[src/rtl/serial_sub_pkg.sv]
// rtl/serial_sub_pkg.sv - shared state encoding and counter sizing for serial_subtractor
package serial_sub_pkg;

    typedef enum logic [1:0] {
        S_IDLE  = 2'd0,
        S_SHIFT = 2'd1,
        S_DONE  = 2'd2
    } state_t;

    // Bit counter needs to reach WIDTH-1; never narrower than one bit.
    function automatic int cnt_width(input int w);
        return (w <= 2) ? 1 : $clog2(w);
    endfunction

endpackage

[src/rtl/full_subtractor_bit.sv]
// rtl/full_subtractor_bit.sv - one-bit borrow-propagating full subtractor from two half-subtractor stages
module full_subtractor_bit (
    input  logic a,
    input  logic b,
    input  logic bin,
    output logic diff,
    output logic bout
);

    logic d1;
    logic b1;
    logic b2;

    // First stage subtracts b from a, second stage subtracts the incoming borrow.
    always_comb begin
        d1   = a ^ b;
        b1   = ~a & b;
        diff = d1 ^ bin;
        b2   = ~d1 & bin;
        bout = b1 | b2;
    end

endmodule

[src/rtl/serial_subtractor.sv]
// rtl/serial_subtractor.sv - bit-serial unsigned subtractor, LSB first; zero/ovf flags with SERIAL_SUBTRACTOR_FLAGS_EN
module serial_subtractor
    import serial_sub_pkg::*;
#(
    parameter int WIDTH = 8
) (
    input  logic             clk,
    input  logic             rst,
    input  logic             in_valid,
    output logic             in_ready,
    input  logic [WIDTH-1:0] a,
    input  logic [WIDTH-1:0] b,
    output logic             out_valid,
    input  logic             out_ready,
    output logic [WIDTH-1:0] diff,
    output logic             borrow
`ifdef SERIAL_SUBTRACTOR_FLAGS_EN
    ,
    output logic             zero,
    output logic             ovf
`endif
);

    localparam int             CW   = cnt_width(WIDTH);
    localparam logic [CW-1:0]  LAST = CW'(WIDTH - 1);

    state_t           state;
    state_t           state_nx;
    logic [WIDTH-1:0] a_sr;
    logic [WIDTH-1:0] b_sr;
    logic [WIDTH-1:0] diff_sr;
    logic [WIDTH-1:0] diff_shift;
    logic             bflop;
    logic [CW-1:0]    cnt;
    logic             cell_d;
    logic             cell_b;

    full_subtractor_bit u_cell (
        .a    (a_sr[0]),
        .b    (b_sr[0]),
        .bin  (bflop),
        .diff (cell_d),
        .bout (cell_b)
    );

    // Next value of the result shifter: new difference bit enters at the MSB.
    always_comb begin
        diff_shift            = diff_sr >> 1;
        diff_shift[WIDTH-1]   = cell_d;
    end

    // State register.
    always_ff @(posedge clk) begin
        if (rst) begin
            state <= S_IDLE;
        end else begin
            state <= state_nx;
        end
    end

    // Next-state and handshake outputs.
    always_comb begin
        state_nx  = state;
        in_ready  = 1'b0;
        out_valid = 1'b0;
        case (state)
            S_IDLE: begin
                in_ready = 1'b1;
                if (in_valid) begin
                    state_nx = S_SHIFT;
                end
            end
            S_SHIFT: begin
                if (cnt == LAST) begin
                    state_nx = S_DONE;
                end
            end
            S_DONE: begin
                out_valid = 1'b1;
                if (out_ready) begin
                    state_nx = S_IDLE;
                end
            end
            default: begin
                state_nx = S_IDLE;
            end
        endcase
    end

    // Operand latch, serial datapath and result registers.
    always_ff @(posedge clk) begin
        if (rst) begin
            a_sr    <= '0;
            b_sr    <= '0;
            diff_sr <= '0;
            bflop   <= 1'b0;
            cnt     <= '0;
            diff    <= '0;
            borrow  <= 1'b0;
        end else begin
            case (state)
                S_IDLE: begin
                    if (in_valid) begin
                        a_sr  <= a;
                        b_sr  <= b;
                        bflop <= 1'b0;
                        cnt   <= '0;
                    end
                end
                S_SHIFT: begin
                    a_sr    <= a_sr >> 1;
                    b_sr    <= b_sr >> 1;
                    diff_sr <= diff_shift;
                    bflop   <= cell_b;
                    cnt     <= cnt + 1'b1;
                    // Publish only on the final bit so diff/borrow hold the previous result until then.
                    if (cnt == LAST) begin
                        diff   <= diff_shift;
                        borrow <= cell_b;
                    end
                end
                default: begin
                end
            endcase
        end
    end

`ifdef SERIAL_SUBTRACTOR_FLAGS_EN
    logic a_msb;
    logic b_msb;

    // Operand sign bits are kept because the shifters lose them; flags update with the result.
    always_ff @(posedge clk) begin
        if (rst) begin
            a_msb <= 1'b0;
            b_msb <= 1'b0;
            zero  <= 1'b0;
            ovf   <= 1'b0;
        end else if (state == S_IDLE && in_valid) begin
            a_msb <= a[WIDTH-1];
            b_msb <= b[WIDTH-1];
        end else if (state == S_SHIFT && cnt == LAST) begin
            zero <= (diff_shift == '0);
            ovf  <= (a_msb ^ b_msb) & (a_msb ^ cell_d);
        end
    end
`endif

endmodule
[config.mk]
export PLATFORM = sky130hd
export DESIGN_NAME = serial_subtractor
export DESIGN_NICKNAME = d
export VERILOG_FILES = /design/src/rtl/serial_sub_pkg.sv /design/src/rtl/full_subtractor_bit.sv /design/src/rtl/serial_subtractor.sv
export SDC_FILE = /design/constraint.sdc
export NUM_CORES = 1
export LEC_CHECK = 0
export ABC_AREA = 1
export CELL_PAD_IN_SITES_DETAIL_PLACEMENT = 0
export CELL_PAD_IN_SITES_GLOBAL_PLACEMENT = 1
export CORE_ASPECT_RATIO = 2
export CORE_UTILIZATION = 39
export DETAILED_ROUTE_END_ITERATION = 10
export PLACE_DENSITY_LB_ADDON = 0.1
export SLEW_MARGIN = 20
export SYNTH_ARGS = -nofsm -noshare
export SYNTH_HDL_FRONTEND = slang
export SYNTH_SLANG_ARGS = --single-unit
[constraint.sdc]
create_clock -name clk -period 1.8 [get_ports clk]
set_input_delay 0.54 -clock clk [delete_from_list [all_inputs] [get_ports clk]]
set_output_delay 0.54 -clock clk [all_outputs]
set_load 0.02 [all_outputs]
; Yosys cells after proc, flatten, opt, wreduce, memory -nomap -nowiden
; Cells that the tools add are included.
[word_totals]
wordCells = 41
ff_bits = 39
[classes]
addsub = 1
n_eq_ne = 6
n_bitwise = 7
reduce_logical = 5
muxes = 14
[ops]
columns = operator, count
row1 = $pmux 8 s2, 2
row2 = $mux 8, 2
row3 = $mux 2, 3
row4 = $ne 2x2->1 const B, 3
row5 = $pmux 2 s3, 1
row6 = $pmux 3 s2, 1
row7 = $reduce_and 2->1, 2
row8 = $add 3x1->3 const B, 1
row9 = $eq 3x3->1 const B, 1
row10 = $mux 1, 3
row11 = $mux 3, 1
row12 = $reduce_and 3->1, 1
row13 = $and 1x1->1, 2
row14 = $eq 2x1->1 const B, 1
row15 = $eq 2x2->1 const B, 1
row16 = $logic_not 2->1, 1
row17 = $not 1->1, 2
row18 = $pmux 1 s2, 1
row19 = $reduce_bool 2->1, 1
row20 = $xor 1x1->1, 2
row21 = $or 1x1->1, 1

; Logic depth before layout (Yosys ltp)
; Gate-level depths: netlist of run 1.
[logic_depth]
word_depth = 5
depth_mapped = 8
mapped_depth_nobuf = 7

; By module
; A second synthesis of run 1 with hierarchy kept.
[hier_totals]
cells_unflattened = 230
area_unflattened_um2 = 1631.6
[modules_own_cells]
columns = mod, instances, seq_area_each_um2, cells_per_inst, area_each_um2
row1 = serial_subtractor, 1, 760.7, 226, 1600.3
row2 = full_subtractor_bit, 1, 0.0, 4, 31.3

; Worst setup path after synthesis of run 1
; Ideal clock, no wire load.
[synth_path]
path_type = flip-flop to output port
startpoint = reg state[0]
endpoint = out in_ready
n_path_buf = 1
slack_ns = 0.450
required_ns = 1.260
path_stages_with_launch = 3
t_arrival_ns = 0.810
path_cell_list = dfxtp_1 -> buf_6 -> nor2_1
[synth_between]
elab_chain_cells = 2
[synth_rtl]
columns = element, line_no
row1 = "start, declared", serial_subtractor.sv:27  ; state_t state;
row2 = "start signal, assigned", serial_subtractor.sv:57  ; state <= state_nx;
row3 = $logic_not 2->1, serial_subtractor.sv:66  ; case (state)
row4 = $mux 1, serial_subtractor.sv:66
row5 = "end, declared", serial_subtractor.sv:10  ; output logic in_ready,
; No other way between the ends.

; Worst setup path in the final report of run 1
[layout_path]
startpoint = reg diff[6]
endpoint = out diff[6]
[layout_rtl]
columns = element, line_no
row1 = "start, declared", serial_subtractor.sv:15  ; output logic [WIDTH-1:0] diff,
row2 = "start signal, assigned", serial_subtractor.sv:118  ; diff <= diff_shift;
; No word-level cell between the ends.

==> results of run 1 <==
## sequential cells by signal, indices dropped and copies added, names as in the netlist
name / flops
a_sr: 8
b_sr: 8
diff: 8
diff_sr: 7
cnt: 3
state: 2
bflop: 1
borrow: 1
## cell families (layout without fill, tap and decap cells)
kind of cell    after synthesis  count (layout)  share of synthesized area (%)
simple gates                129             129                           28.4
buf+inv                      66              97                           15.7
fa+ha+maj                     3               3                           2.52
compound gates               36              36                           10.7
flops                        38              38                           42.6
## cells in the mapped netlist, types with 3 or more instances
library cell  number  area (um^2)
a21oi_1           27          135
buf_2              5         25.0
buf_4              3         22.5
dfxtp_1           38          761
inv_1             52          195
nand2_1           93          349
nor2_1            30          113
o21ai_0            6         30.0
## per-stage QoR
step,hold WS (ns),util (%),worst slack [ns],std cells,setup TNS (ns)
2_1_floorplan,0.439,-,0.450,272,0
3_3_place_gp,0.448,48.8,-0.0662,351,-0.282
3_5_place_dp,0.457,48.8,-0.0895,351,-0.438
4_1_cts,0.468,50.7,0.0102,357,0
5_1_grt,0.491,50.9,0.00344,357,0
6_report,0.468,50.9,0.0390,357,0
## timing repair
action | CTS | global route
hold buffers | 0 | 0
gates resized for setup | 2 | 5
setup endpoints to repair | 2 | 5
## cell usage in the layout, fill, tap and decap left out, types with 2 or more instances in the layout
cell,n
ha_1,2
o21ai_1,2
nand3_1,2
dlymetal6s2s_1,5
clkbuf_8,6
nand2_1,93
buf_4,6
dfxtp_1,38
o21ai_0,6
dlygate4sd2_1,2
inv_1,52
inv_2,2
nor2_1,30
a21oi_1,27
clkdlybuf4s50_1,23
## how the worst max path moves through the flow
stage	cells past startpoint	start	slack, ns	endpoint
final	1	diff[6]$_SDFFE_PP0P_	0.04	diff[6]
after global routing	1	diff[2]$_SDFFE_PP0P_	0.003	diff[2]
after CTS	1	diff[1]$_SDFFE_PP0P_	0.01	diff[1]
after detailed placement	4	rst	-0.09	diff_sr[2]$_SDFFE_PP0P_
after global placement	4	rst	-0.07	diff_sr[2]$_SDFFE_PP0P_
after floorplan	2	state[0]$_SDFFE_PP0P_	0.45	in_ready
## layout make-up
cell class / count / area [um^2] / area share, %
clock buffers: 6 / 82.6 / 3.70
inverters: 54 / 203 / 9.08
multi-input cells: 168 / 743 / 33.3
flip-flops and latches: 38 / 761 / 34.1
well taps: 54 / 67.6 / 3.03
repair buffers: 37 / 375 / 16.8
## report_power, final
group          total, mW  switching [mW]  leakage [nW]  internal [mW]
sequential         0.916          0.0211         0.312          0.894
clock              0.575           0.280        0.0431          0.295
combinational      0.287           0.162         0.792          0.125
## per-layer routing
layer  vias to the layer above  part of all wire (%)  track usage (%)  wire, um
li1                        855                     -                -         -
met1                       730                    40             16.2      1520
met2                        21                    55             33.5      2060
met3                         7                   2.8             3.91       106
met4                         0                   2.1             8.57        80
met5                         -                     0                0         0
==> run metrics, run 1 <==
run status=finished clean; pin count of the biggest net entering global routing=35; routed len/inst=10.6 um; Relative slew margins=57.0%; Hold Path Depth=2; Slew Viols, Final=0; slew at the pin closest to its max-slew limit=0.644 ns; setup bufs post-CTS=0; first-pass GRT wire length=6.42 mm; R2R Path End=borrow$_SDFFE_PP0P_; CTS tree=done; number of diodes=0; Synth Register Bits=38; die width=49.8 um; mean area per synthesized cell=6.56 um^2; YS warnings=0; CP Cell Sequence=clkdlybuf4s50_1; Largest delay share family, worst path=buffers and inverters; Num CTS Buffers=5; Cells after Synth=272; Via-to-Cell Ratio=4.52; total congestion overflow=0; skew final=0.00146 ns; Bufs on Longest Clock Path=2; Total GRT Usage=17.4%; FMAX=568 MHz; crit path buf inv count=1; post-DP HPWL=2.61 mm; Worst VDD drop=0.483 mV; Root Buffer Master=clkbuf_8; Cell Pwr Density=796 mW/mm^2; first-pass detailed-route iteration total=4; Crit path largest cell delay=0.60 ns; asr flop ratio synth=0%; # port buffers=30; gpl congestion=0.751; Crit. End Element=output pin; Max FO, Critical Path=2; Crit Path Category=flop to output pin; DR vias=1613; CP arrival=1.22 ns; initial antenna violation count=0; R2R Setup Slk=0.37 ns; Clock Sinks=38; Routed Wire Length=3.77 mm; Netlist cell types=20; Post-synth top flop=dfxtp_1; leakage=1.15 nW; worst min-delay path class=flop to flop; Final #Nets=327; FF-to-FF path depth=7; Tot Pwr=1.78 mW; Post-synth EDFFs=0; sequential area share after synthesis=42.6%; die height=97.7 um; synthesized cell area=0.00178 mm^2; Layout area overhead=25.1%; max cap viols=0; Worst-path clk slew=0.07 ns; CORE AREA=0.00438 mm^2; slowest cell on the critical path=clkdlybuf4s50_1; antenna viol nets, final=0; CP required=1.26 ns; Final Hold Viols=0; Top Ports=31; Setup crit start kind=flop; DRT iter0 DRCs=25; post-synthesis net count=295; Final Critical Period=1.76 ns; share of layout cells above drive strength 1=6.60%; H-Tree Depth=2; vias in the first global route=1567; RSZ-0062 raised after global routing=false; worst skew pair latency=0.28 ns; DP Area=0.00214 mm^2; Initial Utilization=40.7%; Crit Reg-Reg Startpoint=cnt[0]$_SDFFE_PP0P_; row cnt=34; Worst Hold End=b_sr[7]$_SDFFE_PP0P_; die footprint=0.00487 mm^2; # DRC=0; final design instance area without fill=0.00223 mm^2; Setup violations, final=0; Hold Startpoint=b_sr[7]$_SDFFE_PP0P_; fill count=488; fin crit share=97.8%
Power figures use the tool's default switching activity.
==> inputs of run 2 (changes only) <==
CORE_MARGIN = 1.5   (was not set)
clock period = 2.1 ns   (was 1.8 ns; I/O delays follow)
==> run metrics, run 2 (synthesized netlist as in run 1, its figures left out) <==
H-Tree Depth=2 (unchanged); pre-CTS setup slack=0.227 ns (+0.317 ns); routed len/inst=10.2 um (-3.6%); Num CTS Buffers=5 (unchanged); Crit Path Category=flop to output pin; CTS tree=done; total congestion overflow=0 (unchanged); worst min-delay path class=flop to flop; Initial Utilization=40.7% (unchanged); M1 WL=1.54 mm (+1.2%); initial antenna violation count=0 (unchanged); Net Sw Frac=26.2% (+0.15 points); die footprint=0.00501 mm^2 (+3.1%); share of layout cells above drive strength 1=6.58% (-0.022 points); first-pass detailed-route iteration total=4 (unchanged); Tot Pwr=1.54 mW (-13%); CP required=1.47 ns (+0.21 ns); met2 routed WL=1.92 mm (-6.6%); total net switching power=404 uW (-13%); DR vias=1589 (-1.5%); leakage=1.06 nW (-7.7%); combinational power share=16.0% (about the same); Setup violations, final=0 (unchanged); worst skew pair latency=0.28 ns (about the same); Via-to-Cell Ratio=4.44 (-1.8%); Root Buffer Master=clkbuf_8; row cnt=34 (unchanged); clock power share=33.3% (+0.9 points); Setup crit start kind=flop; fin crit share=90.3%; Top Ports=31 (unchanged); Worst VDD drop=0.528 mV (+9.4%); # port buffers=30 (unchanged); skew final=0.00285 ns (+0.00139 ns); Total GRT Usage=17.2% (-0.25 points); slew at the pin closest to its max-slew limit=0.334 ns (-0.309 ns); final setup margin=0.203 ns (+0.164 ns); post-DP HPWL=2.59 mm (-0.87%); Fin Setup TNS=0 ns (unchanged); Layout area overhead=24.7%; Final #Nets=326 (-0.31%); CP Cell Sequence=inv_2 -> nor2_1 -> dlygate4sd2_1; FMAX=527 MHz; CORE AREA=0.00438 mm^2 (unchanged); fill count=474 (-2.9%); Final Critical Period=1.90 ns; Routed Wire Length=3.64 mm (-3.3%); commonest non-fill, non-tap cell in the layout=nand2_1; first-pass GRT wire length=6.69 mm (+4.1%); met3 WL=118 um (+11%); most frequent cells in the layout=nand2_1, inv_1, dfxtp_1; Bufs on Longest Clock Path=2 (unchanged); Final Hold Viols=0 (unchanged); gpl congestion=0.743 (-1.0%); max cap viols=0 (unchanged); run status=finished clean; antenna viol nets, final=0 (unchanged); pin count of the biggest net entering global routing=35 (unchanged); die width=50.8 um (+2.0%); Worst-path clk slew=0.07 ns (about the same); slowest cell on the critical path=dfxtp_1; Largest regs=a_sr (8), b_sr (8), diff (8); # DRC=0 (unchanged); die height=98.7 um (+1.0%); Relative slew margins=77.7% (+21 points); Clock Sinks=38 (unchanged); vias in the first global route=1608 (+2.6%); Slew Viols, Final=0 (unchanged); final core occ=50.8% (-0.17 points); Crit path largest cell delay=0.41 ns (-0.19 ns); RSZ-0062 raised after global routing=false; Crit. End Element=output pin; number of diodes=0 (unchanged); Cell Pwr Density=694 mW/mm^2 (-13%); Max FO, Critical Path=3 (+1); CP arrival=1.27 ns (+0.05 ns); Int Power=1.14 mW (-13%); hold slack=0.464 ns (-0.00347 ns); DRT iter0 DRCs=24 (-4.0%); top layer reached by signal wires=met4; Seq pwr share=50.7% (-0.8 points)
[run 2: layout make-up]
class | count | area [um^2] | share of cell area, %
clock inverters | 1 | 5.00 | 0.225
repair buffers | 36 | 359 | 16.1
well taps | 54 | 67.6 | 3.04
clock buffers | 7 | 86.3 | 3.88
inverters | 54 | 203 | 9.11
multi-input cells | 168 | 743 | 33.4
flip-flops and latches | 38 | 761 | 34.2
[run 2: worst paths after layout]
check / cells after the start / slack (ns) / startpoint / to
max: 3 / 0.20 / state[1]$_SDFFE_PP0P_ / out_valid
min: 2 / 0.46 / diff_sr[4]$_SDFFE_PP0P_ / diff_sr[4]$_SDFFE_PP0P_
max reg2reg: 6 / 0.57 / state[0]$_SDFFE_PP0P_ / diff[4]$_SDFFE_PP0P_
min reg2reg: 2 / 0.46 / diff_sr[4]$_SDFFE_PP0P_ / diff_sr[4]$_SDFFE_PP0P_
[run 2: routing by layer]
| layer | track usage (%) | vias to the layer above |
|---|---|---|
| li1 | - | 854 |
| met1 | 18.4 | 708 |
| met2 | 31.4 | 22 |
| met3 | 3.94 | 5 |
| met4 | 6.86 | 0 |
| met5 | 0 | - |
[run 2: timing repair]
action,4_1_cts,5_1_grt
setup buffers,0,0
resized for setup,1,1
endpoints found under the setup margin,1,1
pin swaps,0,0
hold buffers,0,0
[run 2: worst max-delay path, delay by kind of cell (launching register included)]
family / cells / cell delay, ns
DFF: 1 / 0.41
and+or+nand+nor: 1 / 0.12
buffers and inverters: 2 / 0.45
[run 2: metrics by stage]
stage	instances	area [um^2]
3_3_place_gp	350	2130
6_report	358	2220
2_1_floorplan	272	1780
4_1_cts	358	2220
5_1_grt	358	2220
3_5_place_dp	350	2130
[run 2: power by group through the flow]
stage / Sequential, mW / Combinational [mW] / Clock [mW]
after CTS: 0.783 / 0.253 / 0.531
after floorplan: 0.796 / 0.173 / 0
after detailed placement: 0.800 / 0.252 / 0
final: 0.783 / 0.247 / 0.514
after global placement: 0.800 / 0.251 / 0
after global routing: 0.788 / 0.290 / 0.548
==> inputs of run 3 (changes only) <==
CORE_ASPECT_RATIO = not set   (was 2)
MAX_ROUTING_LAYER = met4   (was not set)
==> run metrics, run 3 (synthesized netlist as in run 1, its figures left out) <==
vias in the first global route=1313 (-18%); die footprint=0.00499 mm^2 (-0.48%); Worst-path clk slew=0.08 ns (about the same); Bufs on Longest Clock Path=2 (unchanged); clock power share=42.9% (+9.6 points); Final #Nets=326 (unchanged); pin count of the biggest net entering global routing=28 (-20%); Max FO, Critical Path=3 (unchanged); first-pass detailed-route iteration total=6 (+2); slew at the pin closest to its max-slew limit=0.704 ns (+0.369 ns); commonest non-fill, non-tap cell in the layout=nand2_1; DR vias=1512 (-4.8%); Root Buffer Master=clkbuf_8; setup bufs post-CTS=0 (unchanged); fill count=468 (-1.3%); gpl congestion=0.755 (+1.6%); run status=finished clean; # hold bufs at CTS=0 (unchanged); Setup violations, final=0 (unchanged); Final Critical Period=1.90 ns (+0.00519 ns); routed len/inst=9.79 um (-3.7%); Relative slew margins=53.0% (-25 points); # DRC=0 (unchanged); CP arrival=1.27 ns (about the same); fin crit share=90.6% (+0.25 points); antenna viol nets, final=0 (unchanged); Slew Viols, Final=0 (unchanged); total congestion overflow=0 (unchanged); CP required=1.47 ns (about the same); Via-to-Cell Ratio=4.25 (-4.3%); Cell Pwr Density=796 mW/mm^2 (+15%); Num CTS Buffers=5 (unchanged); H-Tree Depth=2 (unchanged); Largest regs=a_sr (8), b_sr (8), diff (8); CORE AREA=0.00438 mm^2 (about the same); share of layout cells above drive strength 1=6.91% (+0.33 points); Clock Sinks=38 (unchanged); # port buffers=30 (unchanged); Net Sw Frac=23.3% (-2.9 points); combinational power share=13.5% (-2.5 points); total net switching power=419 uW (+3.5%); Routed Wire Length=3.49 mm (-4.3%); first-pass GRT wire length=5.97 mm (-11%); CTS tree=done; initial antenna violation count=0 (unchanged); FMAX=526 MHz (-0.27%); Fin Setup TNS=0 ns (unchanged); post-DP HPWL=2.20 mm (-15%); Tot Pwr=1.80 mW (+16%); die height=70.6 um (-28%); row cnt=24 (-29%); Seq pwr share=43.6% (-7.1 points); Crit Path Category=flop to output pin; Final Hold Viols=0 (unchanged); Crit. End Element=output pin; DRT iter0 DRCs=56 (+130%); worst min-delay path class=flop to flop; Top Ports=31 (unchanged); Initial Utilization=40.7% (about the same); Setup crit start kind=flop; Worst VDD drop=0.428 mV (-19%); number of diodes=0 (unchanged); most frequent cells in the layout=nand2_1, inv_1, dfxtp_1; RSZ-0062 raised after global routing=false; die width=70.6 um (+39%); Layout area overhead=26.5%; post_cts resized=2 (+1); Total GRT Usage=15.8% (-1.4 points); max cap viols=0 (unchanged); skew final=0.00435 ns (+0.00150 ns); Int Power=1.38 mW (+21%); worst skew pair latency=0.29 ns (about the same); leakage=1.07 nW (+1.4%)
==> run 3: cell count changes in the layout (fill, tap and decap cells not counted) <==
cell,before,now
buf_12,1,0
clkinv_2,1,0
dlygate4sd2_1,1,2
dlymetal6s2s_1,1,0
buf_4,5,6
bufinv_16,0,2
clkbuf_1,1,0
==> run 3: layer usage <==
| metal | global-route usage [%] | vias to the layer above | wire length (um) |
|---|---|---|---|
| li1 | - | 857 | - |
| met2 | 20.4 | 29 | 1330 |
| met5 | - | - | 0 |
| met1 | 22.2 | 618 | 1910 |
| met4 | 7.76 | 0 | 91 |
| met3 | 4.70 | 8 | 154 |
==> run 3: per-stage QoR <==
step           instances  area, um^2  utilization [%]  worst slack, ns  hold slack, ns
2_1_floorplan        272        1780                -            0.660           0.439
3_3_place_gp         348        2120             48.3            0.118           0.451
3_5_place_dp         348        2120             48.3           0.0939           0.456
4_1_cts              356        2260             51.5            0.181           0.467
5_1_grt              356        2260             51.5            0.122           0.488
6_report             356        2260             51.5            0.198           0.464
==> run 3: final cells by class <==
cell class / instances / area [um^2] / share of cell area [%]
sequential: 38 / 761 / 33.7
multi-input combinational: 168 / 743 / 32.9
timing repair buffer: 36 / 343 / 15.2
inverter: 54 / 203 / 8.98
clock buffer: 6 / 82.6 / 3.66
tap: 52 / 65.1 / 2.88
clock inverter: 2 / 60.1 / 2.66
==> run 3: power groups by stage <==
stage          registers, mW  clock network [mW]  logic (mW)
2_1_floorplan          0.796                   0       0.173
3_3_place_gp           0.799                   0       0.246
3_5_place_dp           0.800                   0       0.244
4_1_cts                0.784               0.790       0.245
5_1_grt                0.789               0.823       0.283
6_report               0.784               0.770       0.243
==> run 3: path summary, 6_finish.rpt <==
check / slack (ns) / cells after the start / end / from
setup / recovery: 0.20 / 3 / out_valid / state[1]$_SDFFE_PP0P_
hold / removal: 0.46 / 2 / a_sr[7]$_SDFFE_PP0P_ / a_sr[7]$_SDFFE_PP0P_
setup reg to reg: 0.66 / 7 / borrow$_SDFFE_PP0P_ / cnt[0]$_SDFFE_PP0P_
hold reg to reg: 0.46 / 2 / a_sr[7]$_SDFFE_PP0P_ / a_sr[7]$_SDFFE_PP0P_
==> run 3: worst max-delay path, cell delays in order, from the launching register on <==
cell and delay [ns]:
dfxtp_1 0.41, inv_2 0.10, nor2_1 0.12, dlygate4sd2_1 0.35
